$ cat config.mk
export PLATFORM = sky130hd
export DESIGN_NAME = tm_upravljac_flat
export DESIGN_NICKNAME = d
export VERILOG_FILES = /design/src/rtl/tm_upravljac_if.sv /design/src/rtl/tm_upravljac.sv /design/src/flat_wrapper.sv
export SDC_FILE = /design/constraint.sdc
export NUM_CORES = 1
export LEC_CHECK = 0
export CAP_MARGIN = 20
export CORE_MARGIN = 1.5
export CORE_UTILIZATION = 40
export CTS_CLUSTER_DIAMETER = 150
export CTS_CLUSTER_SIZE = 8
export DETAILED_ROUTE_END_ITERATION = 10
export GPL_ROUTABILITY_DRIVEN = 0
export HOLD_SLACK_MARGIN = 0.15
export PLACE_DENSITY = 0.84
export REMOVE_ABC_BUFFERS = 1
export SYNTH_ARGS = -nofsm -noshare
export SYNTH_HDL_FRONTEND = slang
export SYNTH_SLANG_ARGS = --single-unit
$ cat constraint.sdc
create_clock -name clk -period 3.5 [get_ports clk]
set_input_delay 0.525 -clock clk [delete_from_list [all_inputs] [get_ports clk]]
set_output_delay 0.525 -clock clk [all_outputs]
set_load 0.01 [all_outputs]
$ cat src/rtl/tm_upravljac_if.sv
// Tape RAM and transition ROM bus between the tm_upravljac sequencer (master) and the memories (slave).
interface tm_upravljac_if #(
  parameter int ADDR_W  = 7,
  parameter int DATA_W  = 8,
  parameter int STATE_W = 4
);
  // Fixed-latency bus with no valid/ready: tape_q follows tape_adresa by one clock, tr_q follows
  // tr_adresa by one clock, and a write happens on every edge where tape_wren=1.
  logic [ADDR_W-1:0]          tape_adresa;
  logic [DATA_W-1:0]          tape_d;
  logic                       tape_wren;
  logic [DATA_W-1:0]          tape_q;
  logic [STATE_W+DATA_W-1:0]  tr_adresa;
  logic [STATE_W+DATA_W+1:0]  tr_q;

  modport master (
    output tape_adresa, tape_d, tape_wren, tr_adresa,
    input  tape_q, tr_q
  );

  modport slave (
    input  tape_adresa, tape_d, tape_wren, tr_adresa,
    output tape_q, tr_q
  );
endinterface

$ cat src/rtl/tm_upravljac.sv
// Turing-machine sequencer: loader passthrough when idle, read/lookup/write/move loop when running.
// Optional single-step mode (korak input, PAUZA state) is enabled with macro TM_KORAK_EN.
module tm_upravljac #(
  parameter int ADDR_W    = 7,
  parameter int DATA_W    = 8,
  parameter int STATE_W   = 4,
  parameter int STEP_W    = 12,
  parameter int MAX_STEPS = 4095
) (
  input  logic                clk,
  input  logic                reset,
  input  logic                start,
  input  logic [ADDR_W-1:0]   start_adresa,
  input  logic [ADDR_W-1:0]   ld_adresa,
  input  logic [DATA_W-1:0]   ld_d,
  input  logic                ld_wren,
`ifdef TM_KORAK_EN
  input  logic                korak,
`endif
  tm_upravljac_if.master      bus,
  output logic [STATE_W-1:0]  stanje,
  output logic [ADDR_W-1:0]   glava,
  output logic [STEP_W-1:0]   koraci,
  output logic                zauzet,
  output logic                gotovo,
  output logic                greska,
  output logic [2:0]          fsm_dbg_o
);

  typedef enum logic [2:0] {
    IDLE  = 3'd0,
    RD    = 3'd1,
    TR    = 3'd2,
    DEC   = 3'd3,
`ifdef TM_KORAK_EN
    PAUZA = 3'd5,
`endif
    WR    = 3'd4
  } fsm_e;

  fsm_e                       fsm_q;
  logic [STATE_W-1:0]         stanje_q;
  logic [ADDR_W-1:0]          glava_q;
  logic [STEP_W-1:0]          koraci_q;
  logic                       zauzet_q;
  logic                       gotovo_q;
  logic                       greska_q;
  logic [STATE_W+DATA_W-1:0]  tr_adresa_q;
  logic [STATE_W-1:0]         next_st_q;
  logic [DATA_W-1:0]          sym_q;
  logic                       dir_q;
  logic                       halt_q;

  logic [STEP_W-1:0]          koraci_d;
  logic [STATE_W+DATA_W-1:0]  tr_adresa_d;
  logic                       off_edge;
  logic                       at_limit;

  assign koraci_d = koraci_q + STEP_W'(1);
  assign at_limit = (koraci_d == STEP_W'(MAX_STEPS));
  // Moving past either end of the tape is an error; the head never wraps.
  assign off_edge = ((glava_q == '0) && !dir_q) || ((glava_q == '1) && dir_q);

  // The lookup address is presented during TR while tape_q is valid, then held.
  assign tr_adresa_d = (fsm_q == TR) ? {stanje_q, bus.tape_q} : tr_adresa_q;
  assign bus.tr_adresa = tr_adresa_d;

  always_comb begin
    bus.tape_adresa = ld_adresa;
    bus.tape_d      = ld_d;
    bus.tape_wren   = ld_wren;
    if (fsm_q != IDLE) begin
      bus.tape_adresa = glava_q;
      bus.tape_d      = sym_q;
      bus.tape_wren   = (fsm_q == WR);
    end
  end

  always_ff @(posedge clk) begin
    if (reset) begin
      fsm_q       <= IDLE;
      stanje_q    <= '0;
      glava_q     <= '0;
      koraci_q    <= '0;
      zauzet_q    <= 1'b0;
      gotovo_q    <= 1'b0;
      greska_q    <= 1'b0;
      tr_adresa_q <= '0;
      next_st_q   <= '0;
      sym_q       <= '0;
      dir_q       <= 1'b0;
      halt_q      <= 1'b0;
    end else begin
      case (fsm_q)
        IDLE: begin
          if (start) begin
            glava_q  <= start_adresa;
            stanje_q <= '0;
            koraci_q <= '0;
            gotovo_q <= 1'b0;
            greska_q <= 1'b0;
            zauzet_q <= 1'b1;
            fsm_q    <= RD;
          end
        end
        RD: fsm_q <= TR;
        TR: begin
          tr_adresa_q <= tr_adresa_d;
          fsm_q       <= DEC;
        end
        DEC: begin
          next_st_q <= bus.tr_q[STATE_W+DATA_W+1 -: STATE_W];
          sym_q     <= bus.tr_q[DATA_W+1:2];
          dir_q     <= bus.tr_q[1];
          halt_q    <= bus.tr_q[0];
          fsm_q     <= WR;
        end
        WR: begin
          stanje_q <= next_st_q;
          koraci_q <= koraci_d;
          if (halt_q) begin
            gotovo_q <= 1'b1;
            zauzet_q <= 1'b0;
            fsm_q    <= IDLE;
          end else if (off_edge) begin
            greska_q <= 1'b1;
            gotovo_q <= 1'b1;
            zauzet_q <= 1'b0;
            fsm_q    <= IDLE;
          end else begin
            glava_q <= dir_q ? (glava_q + ADDR_W'(1)) : (glava_q - ADDR_W'(1));
            if (at_limit) begin
              greska_q <= 1'b1;
              gotovo_q <= 1'b1;
              zauzet_q <= 1'b0;
              fsm_q    <= IDLE;
            end else begin
`ifdef TM_KORAK_EN
              fsm_q <= PAUZA;
`else
              fsm_q <= RD;
`endif
            end
          end
        end
`ifdef TM_KORAK_EN
        PAUZA: begin
          if (korak) fsm_q <= RD;
        end
`endif
        default: begin
          fsm_q    <= IDLE;
          zauzet_q <= 1'b0;
        end
      endcase
    end
  end

  assign stanje    = stanje_q;
  assign glava     = glava_q;
  assign koraci    = koraci_q;
  assign zauzet    = zauzet_q;
  assign gotovo    = gotovo_q;
  assign greska    = greska_q;
  assign fsm_dbg_o = fsm_q;

endmodule

$ cat src/flat_wrapper.sv
// flat-port wrapper written by rule: the top's interface ports become plain ports
module tm_upravljac_flat 
#(
  parameter int ADDR_W    = 7,
  parameter int DATA_W    = 8,
  parameter int STATE_W   = 4,
  parameter int STEP_W    = 12,
  parameter int MAX_STEPS = 4095
)
  (clk, reset, start, start_adresa, ld_adresa, ld_d, ld_wren, stanje, glava, koraci, zauzet, gotovo, greska, fsm_dbg_o, bus_tape_adresa, bus_tape_d, bus_tape_wren, bus_tr_adresa, bus_tape_q, bus_tr_q);
  tm_upravljac_if #(.ADDR_W(ADDR_W), .DATA_W(DATA_W), .STATE_W(STATE_W)) bus_i ();
  input  logic clk;
  input  logic reset;
  input  logic start;
  input  logic [ADDR_W-1:0] start_adresa;
  input  logic [ADDR_W-1:0] ld_adresa;
  input  logic [DATA_W-1:0] ld_d;
  input  logic ld_wren;
  output logic [STATE_W-1:0] stanje;
  output logic [ADDR_W-1:0] glava;
  output logic [STEP_W-1:0] koraci;
  output logic zauzet;
  output logic gotovo;
  output logic greska;
  output logic [2:0] fsm_dbg_o;
  output wire logic [$bits(bus_i.tape_adresa)-1:0] bus_tape_adresa;
  output wire logic [$bits(bus_i.tape_d)-1:0] bus_tape_d;
  output wire logic [$bits(bus_i.tape_wren)-1:0] bus_tape_wren;
  output wire logic [$bits(bus_i.tr_adresa)-1:0] bus_tr_adresa;
  input wire logic [$bits(bus_i.tape_q)-1:0] bus_tape_q;
  input wire logic [$bits(bus_i.tr_q)-1:0] bus_tr_q;
  assign bus_tape_adresa = bus_i.tape_adresa;
  assign bus_tape_d = bus_i.tape_d;
  assign bus_tape_wren = bus_i.tape_wren;
  assign bus_tr_adresa = bus_i.tr_adresa;
  assign bus_i.tape_q = bus_tape_q;
  assign bus_i.tr_q = bus_tr_q;
  tm_upravljac #(.ADDR_W(ADDR_W), .DATA_W(DATA_W), .STATE_W(STATE_W), .STEP_W(STEP_W), .MAX_STEPS(MAX_STEPS)) u_core (.clk(clk), .reset(reset), .start(start), .start_adresa(start_adresa), .ld_adresa(ld_adresa), .ld_d(ld_d), .ld_wren(ld_wren), .bus(bus_i), .stanje(stanje), .glava(glava), .koraci(koraci), .zauzet(zauzet), .gotovo(gotovo), .greska(greska), .fsm_dbg_o(fsm_dbg_o));
endmodule
# Word-level counts from Yosys, hierarchy flattened
# Index checks and enable logic that the tools add are counted.
# op_classes
eq_ne,11
reduce_logical,14
n_bitwise,1
n_mux,30
addsub,3
# op_table
op,n
$mux W7,5
$mux W12,2
$pmux W12 S2,1
$pmux W3 S5,1
$pmux W7 S2,1
$add A12 B1 Y12 const B,1
$eq A12 B12 Y1 const B,1
$mux W1,11
$mux W3,3
$mux W8,1
$pmux W4 S2,1
$reduce_and A4 Y1,2
$add A7 B1 Y7 const B,1
$eq A7 B7 Y1 const B,1
$logic_not A7 Y1,1
$sub A7 B1 Y7 const B,1
$eq A3 B2 Y1 const B,2
$ne A2 B2 Y1 const B,3
$reduce_and A3 Y1,2
$mux W4,1
$ne A4 B1 Y1 const B,1
$pmux W1 S2,2
$eq A3 B1 Y1 const B,1
$eq A3 B3 Y1 const B,1
11 further kinds,12
# word_totals
output_inout_bits,57
elab_cells,71
ff_bits,55
inputBits,48

# Longest topological paths before layout
# Gate-level depths: netlist of the first run.
# logic_depth
ltp_word,6
depth_mapped,7
depth_no_buf,7

# Worst setup path before layout of the first run
# OpenSTA, ideal clock, no wires.
# synth_path
path_kind,register to output
start,"reg u_core.fsm_q[2], in the netlist u_core.fsm_dbg_o[2]"
end,out bus_tape_adresa[3]
path_stages_with_launch,5
t_required_ns,2.975
path_slack_ns,1.319
t_arrival_ns,1.656
n_path_buf,2
path_cell_list,dfxtp_1 buf_4 nor3_1 buf_2 mux2_2
# synth_between
elab_chain_cells,2
# synth_lines
element,line,text
from (decl),tm_upravljac.sv:41,fsm_e fsm_q;
from (signal assigned),tm_upravljac.sv:81,fsm_q <= IDLE;
from (signal assigned),tm_upravljac.sv:103,fsm_q <= RD;
from (signal assigned),tm_upravljac.sv:106,RD: fsm_q <= TR;
$reduce_bool A3 Y1,tm_upravljac.sv:72,if (fsm_q != IDLE) begin
$mux W7,tm_upravljac.sv:72,
to (decl),flat_wrapper.sv:26,output wire logic [$bits(bus_i.tape_adresa)-1:0] bus_tape_adresa;
# Every way passes these cells.

# Worst setup path after layout of the first run
# layout_path
start,"reg u_core.fsm_q[2], in the netlist u_core.fsm_dbg_o[2]"
end,out bus_tr_adresa[0]
# layout_between
elab_chain_cells,2
# layout_lines
element,line,text
$eq A3 B2 Y1,tm_upravljac.sv:65,"assign tr_adresa_d = (fsm_q == TR) ? {stanje_q, bus.tape_q} : tr_adresa_q;"
$mux W12,tm_upravljac.sv:65,
to (decl),flat_wrapper.sv:29,output wire logic [$bits(bus_i.tr_adresa)-1:0] bus_tr_adresa;
# Every way passes these cells.

==> results.md, run 1 <==
* Gr usage total at roughly 20%
* Placement Cell Area at 3984 sq um
* CP startpoint kind: register
* Core area at 6907 sq um
* Crit path max fanout at 19
* Critical Path RT at between 2000 and 3000 ps
* Status: completed
* Number of global-route vias before repair at roughly 2600
* Number of I/O port buffers at about 100
* Fin. Hold Viols at 0
* First-pass GRT wire length at roughly 12 mm
* H-tree levels at 2
* CP Class: register to primary output
* Synthesis Warnings at 0
* FF-to-FF End: u_core.glava[5]
* Die Width at between 80 and 90 um
* Power per cell area at slightly below 400 nW/um^2
* Place WS at between 800 and 900 ps
* Mapped Cells at between 300 and 400
* Hold Path Depth at 2
* Layout Skew at between 9 and 10 ps
* Crit path buffers/inverters at 1
* Via/cell ratio at 5.358
* WL/cell at 14.45 um
* Hold crit path type: register to register
* CP peak stage delay at 520 ps
* Total CTS buffers at 5
* Met2 GRT Util at between 30% and 40%
* # rows at 30
* Worst setup margin at between 500 and 600 ps
* Die H at just under 90 um
* # setup viols final at 0
* DR iter-0 viols at around 170
* Unique cell type count in the Yosys netlist at 50
* Peak VDD IR at 0.1667 mV
* Starting Density at between 40 and 50%
* Cell Chain, Critical Path: nor2_1, and2_1, mux2_2, clkdlybuf4s50_1
* MaxCap Viol Count at 0
* Grt met3 use at 3.110%
* Grt ovf at 0
* GR peak layer: met2
* Async SR Flop Fraction at 0%
* Post-CTS Hold Buffers at 0
* R2R depth at 5
* Worst path arrival time at between 2000 and 2500 ps
* Antenna violations before repair at 0
* Layout cells sized above 1 at roughly 11%
* Largest net degree at the start of global routing at 41
* Tot Pwr at 1.590 mW
* Setup bufs post-CTS at 0
* Max Fclk at around 340 MHz
* Post-CTS Resized at 0
* Yosys top cell by area: dfxtp_1
* DR DRC count at 0
* Fin crit period at between 2000 and 3000 ps
* CTS tree: built
* Worst path slowest cell: dfxtp_1
* Delay-heaviest family, CP: simple AND/OR/NAND/NOR gates
* Crit. End Element: primary output
* R2R Setup Slk at 1400 ps
* Worst hold margin at about 460 ps
* Leak at roughly 1.5 nW
* Post-synth top area share at between 30% and 40%
* Ant diodes at 0
* EDFF count, synth at 0
* FF+latch count, synth at 55
* Routed WL at about 7.6 mm
* Hold Crit Start: u_core.sym_q[0]
* Fin Setup TNS at 0 ps
* Main area contributors after synthesis: dfxtp_1, mux2_2, nand2_1
* Vias at ~2800
* R2r startpoint: u_core.fsm_dbg_o[2]
* Finished Layout Cells at roughly 530
* Fin crit share at approximately 84%
* Primary FF master, synth: dfxtp_1
* Slew headroom at between 30% and 40%
* Synthesized area at 2902 sq um
* RSZ-0062 raised after global routing: no
* Die ar. at roughly 7800 sq um
* Slew Viols, Final at 0
* Clock buffer depth at 2
* GRT met1 Usage at between 20% and 30%
* Nets at 487
* Fin util at around three fifths
* Post-DRT Antenna Nets at 0
* Worst-Skew Late Latency at approximately 320 ps
* Finished Cell Area at 4100 sq um
* # placed instances at 520
* FILL cells at about 640
* Ports at about 110
* Worst-path clk slew at 90 ps
* Drt first pass iters at 4
* Share of the yosys chip area belonging to registers at between 30 and 40%
* Avg Cell Area, Syn at 8.584 sq um
* Clock root buffer: clkbuf_8
* Hold Path Sink: u_core.sym_q[0]
* Tightest Pin Transition at a little over 900 ps
* DP HPWL at around 5.5 mm
* # clock sinks at 55
* Area Growth Syn to Fin at 41.31%
-- kinds of logic (layout without fill, tap and decap cells) --
family / after synthesis / count (layout) / synth area share [%]
adder cells (fa/ha/maj): 8 / 8 / 3.708
AO/OA/AOI/OAI: 86 / 86 / 19.71
flip-flops: 55 / 55 / 37.95
AND/OR/NAND/NOR: 132 / 132 / 22.34
XOR/XNOR: 5 / 5 / 1.510
multiplexers: 27 / 27 / 10.48
buffers and inverters: 25 / 119 / 4.312
-- worst min-delay path: stages (launching register included) --
cell and delay [ps]:
dfxtp_1 320, nand2_1 50, a21oi_1 50
-- layout make-up --
| cell class | instances | area, sq um | area share, % |
|---|---|---|---|
| repair buffers | 108 | 1071 | 26.12 |
| multi-input cells | 258 | 1680 | 40.98 |
| inverters | 3 | 11.26 | 0.2746 |
| clock inverters | 3 | 47.55 | 1.160 |
| clock buffers | 5 | 68.82 | 1.678 |
| well taps | 96 | 120.1 | 2.930 |
| flip-flops and latches | 55 | 1101 | 26.85 |
-- layer usage --
layer	vias up	share of wire [%]	wire length, um
li1	1398	-	-
met1	1322	43	3279
met2	95	50	3798
met3	14	5.1	388
met4	0	2.1	162
met5	-	0	0
-- Yosys cell counts (3+ instances only) --
| library cell | count |
|---|---|
| nor2_1 | 22 |
| a311oi_1 | 10 |
| inv_1 | 3 |
| nor3_1 | 13 |
| xnor2_1 | 3 |
| nand2b_1 | 3 |
| or4_1 | 3 |
| a22oi_1 | 4 |
| dfxtp_1 | 55 |
| o211a_1 | 4 |
| buf_2 | 7 |
| o21a_1 | 3 |
| nand3_1 | 6 |
| clkbuf_1 | 11 |
| and3_1 | 4 |
| o21ai_0 | 11 |
| a211oi_1 | 3 |
| nand2_1 | 49 |
| a21oi_1 | 32 |
| nand4_1 | 6 |
| ha_1 | 7 |
| a21o_1 | 5 |
| mux2_2 | 27 |
| and2_1 | 13 |
-- state kept, by name, summed over array words and instances, names as in the netlist --
signal	count
u_core.stanje	4
u_core.dir_q	1
u_core.gotovo	1
u_core.next_st_q	4
u_core.zauzet	1
u_core.glava	7
u_core.koraci	12
u_core.greska	1
u_core.halt_q	1
u_core.fsm_dbg_o	3
u_core.tr_adresa_q	12
u_core.sym_q	8
-- power breakdown --
part           internal [mW]  switching (mW)
sequential             0.653          0.0351
combinational          0.264           0.199
clock                  0.217           0.222
-- placed cells by master (no fill, tap or decap), types with 7 or more instances in the layout --
master           instances
nand2_1                 49
mux2_2                  27
o21ai_0                 11
nor2_1                  22
clkdlybuf4s50_1        104
a21oi_1                 32
and2_1                  13
ha_1                     7
dfxtp_1                 55
a311oi_1                10
nor3_1                  12
-- worst max path at each step --
| stage | start | to | slack (ps) | cells after the start |
|---|---|---|---|---|
| 2_1_floorplan | u_core.fsm_dbg_o[2] | bus_tape_adresa[0] | 900 | 2 |
| 3_3_place_gp | u_core.fsm_dbg_o[2] | bus_tr_adresa[0] | 960 | 4 |
| 5_1_grt | u_core.fsm_dbg_o[2] | bus_tr_adresa[0] | 320 | 4 |
| 4_1_cts | u_core.fsm_dbg_o[2] | bus_tr_adresa[0] | 510 | 4 |
| 6_report | u_core.fsm_dbg_o[2] | bus_tr_adresa[0] | 540 | 4 |
| 3_5_place_dp | u_core.fsm_dbg_o[2] | bus_tr_adresa[0] | 860 | 4 |
No activity file was read; power rests on OpenSTA's default activity.
==> run 2, diff against run 1 <==
==> constraint.sdc (replaced) <==
create_clock -name clk -period 2.75 [get_ports clk]
set_input_delay 0.4125 -clock clk [delete_from_list [all_inputs] [get_ports clk]]
set_output_delay 0.4125 -clock clk [all_outputs]
set_load 0.01 [all_outputs]
==> run 2 against run 1 <==
  * Clock power increased by 8.0%
  * Worst hold slack improved by 1.2 ps
  * Critical path depth increased by 1
  * Worst setup slack got worse by 360 ps
  * Final area increased by 0.24%
  * First-iteration DRC count decreased by 27%
  * Register-to-register slack got worse by 720 ps
  * Total power increased by 23%
  * Combinational power increased by 30%
  * Critical path type unchanged
  * Cell count increased by 0.76%
  * Highest routed layer unchanged
  * Utilization increased by 0.14 points
  * Global-route usage decreased by 0.13 points
==> results.md, run 2 (synthesis gave the netlist of run 1 again) <==
* Tot Pwr at ~2.0 mW
* Total CTS buffers at 5
* RSZ-0062 raised after global routing: no
* Die H at a little under 90 um
* Peak VDD IR at between 0.2 and 0.25 mV
* Slew headroom at between 60% and 70%
* Crit path max fanout at 18
* Sequential Area at between 1000 and 1500 sq um
* Layout Skew at between 9 and 10 ps
* R2R Setup Slk at 680 ps
* Setup bufs post-CTS at 0
* Number of global-route vias before repair at roughly 2700
* Die ar. at roughly 8000 sq um
* Hold crit path type: register to register
* Crit. End Element: primary output
* CP Class: register to primary output
* Leak at 1.507 nW
* Starting Density at 42.01%
* Area Growth Syn to Fin at 41.66%
* Ports at 105
* Worst-Skew Late Latency at 320 ps
* Clock buffer depth at 2
* DP HPWL at approximately 5.6 mm
* Post-DRT Antenna Nets at 0
* Fin crit period at around 2600 ps
* CP startpoint kind: register
* Hold Path Depth at 2
* Tightest Pin Transition at roughly 580 ps
* Slew Viols, Final at 0
* Vias at 2790
* Clock root buffer: clkbuf_8
* DR iter-0 viols at 122
* Area of the multi-input gates at approximately 1700 sq um
* Hold Path Sink: u_core.sym_q[5]
* R2r startpoint: u_core.dir_q
* Nets at about 490
* # setup viols final at 0
* Largest net degree at the start of global routing at 26
* Antenna violations before repair at 0
* Comb power frac at between 30% and 40%
* Most frequent cells in the layout: clkdlybuf4s50_1, dfxtp_1, nand2_1
* Power share of the sequential group at 44.8%
* Drt first pass iters at 5
* Gr usage total at 19.44%
* Max Fclk at 390.0 MHz
* Layout cells sized above 1 at approximately 12%
* Status: completed
* MaxCap Viol Count at 0
* Sw frac at between 30 and 40%
* Power per cell area at 474.5 nW/um^2
* Number of I/O port buffers at ~100
* Ant diodes at 0
* Fin crit share at approximately 93%
* Int Pwr at approximately 1.4 mW
* Fin. Hold Viols at 0
* # clock sinks at between 50 and 60
* Critical Path RT at 2340 ps
* Via/cell ratio at 5.244
* Fin Setup TNS at 0 ps
* Net Sw Power at between 500 and 600 uW
* FILL cells at about 600
* Finished Layout Cells at around 530
* CTS tree: built
* # placed instances at between 500 and 600
* # rows at 30
* H-tree levels at 2
* Clock power frac at between 20% and 30%
* DR DRC count at 0
* WL/cell at 14.25 um
* Most common cell after layout, fill and taps aside: clkdlybuf4s50_1
* Hold Crit Start: u_core.sym_q[5]
* Core area at ~6900 sq um
* Routed WL at roughly 7.6 mm
* Worst path arrival time at between 2000 and 2500 ps
* Grt ovf at 0
* R2R depth at 6
* Worst-path clk slew at 110 ps
* Die Width at 88.17 um
* FF-to-FF End: u_core.glava[5]
* Post-CTS Hold Buffers at 0
* First-pass GRT wire length at approximately 12 mm
-- run 2: worst max path at each step --
stage / from / end / depth (start not counted) / slack, ps
3_5_place_dp: u_core.fsm_dbg_o[1] / bus_tr_adresa[1] / 3 / 390
2_1_floorplan: u_core.fsm_dbg_o[2] / bus_tape_adresa[0] / 2 / 260
3_3_place_gp: u_core.fsm_dbg_o[1] / bus_tr_adresa[0] / 3 / 450
6_report: u_core.fsm_dbg_o[2] / bus_tape_d[4] / 5 / 190
5_1_grt: u_core.fsm_dbg_o[2] / bus_tape_d[2] / 5 / 80
4_1_cts: u_core.fsm_dbg_o[1] / bus_tr_adresa[1] / 3 / 30
-- run 2: area by class of cell --
type	count	area share, %
timing repair buffer	112	26.79
sequential	55	26.79
clock inverter	3	0.6393
tap	96	2.922
clock buffer	5	1.674
inverter	3	0.2740
multi-input combinational	258	40.91
-- run 2: repair_timing --
item	in CTS	in global routing
resized for setup	0	1
setup endpoints to repair	0	12
endpoints found under the hold margin	0	0
-- run 2: metal layers --
layer | wire [um] | global-route usage [%] | vias to the layer above
met5 | 0 | 0 | -
li1 | - | - | 1410
met2 | 3761 | 33.45 | 67
met1 | 3405 | 24.87 | 1301
met4 | 131 | 6.960 | 0
met3 | 283 | 2.639 | 12
-- run 2: power groups by stage --
stage	combinational, mW	clock (mW)	sequential (mW)
final	0.603	0.474	0.873
after detailed placement	0.601	0	0.891
after floorplan	0.298	0	0.892
after CTS	0.604	0.487	0.873
after global routing	0.650	0.521	0.880
after global placement	0.584	0	0.889
-- run 2: through the flow --
step	util, %	setup slack (ps)	instance area, sq um	hold WS, ps
4_1_cts	59.49	30.81	4109	461.8
3_3_place_gp	58.12	453.5	4014	442.6
3_5_place_dp	58.12	392.0	4014	447.3
2_1_floorplan	-	259.3	2788	427.8
5_1_grt	59.51	75.13	4110	475.6
6_report	59.51	186.2	4110	458.9
-- run 2: worst max-delay path: stages, from the launching register on --
cell and delay, ps:
dfxtp_1 330, buf_4 190, nor3_2 190, buf_4 270, mux2_2 370, clkdlybuf4s50_1 480
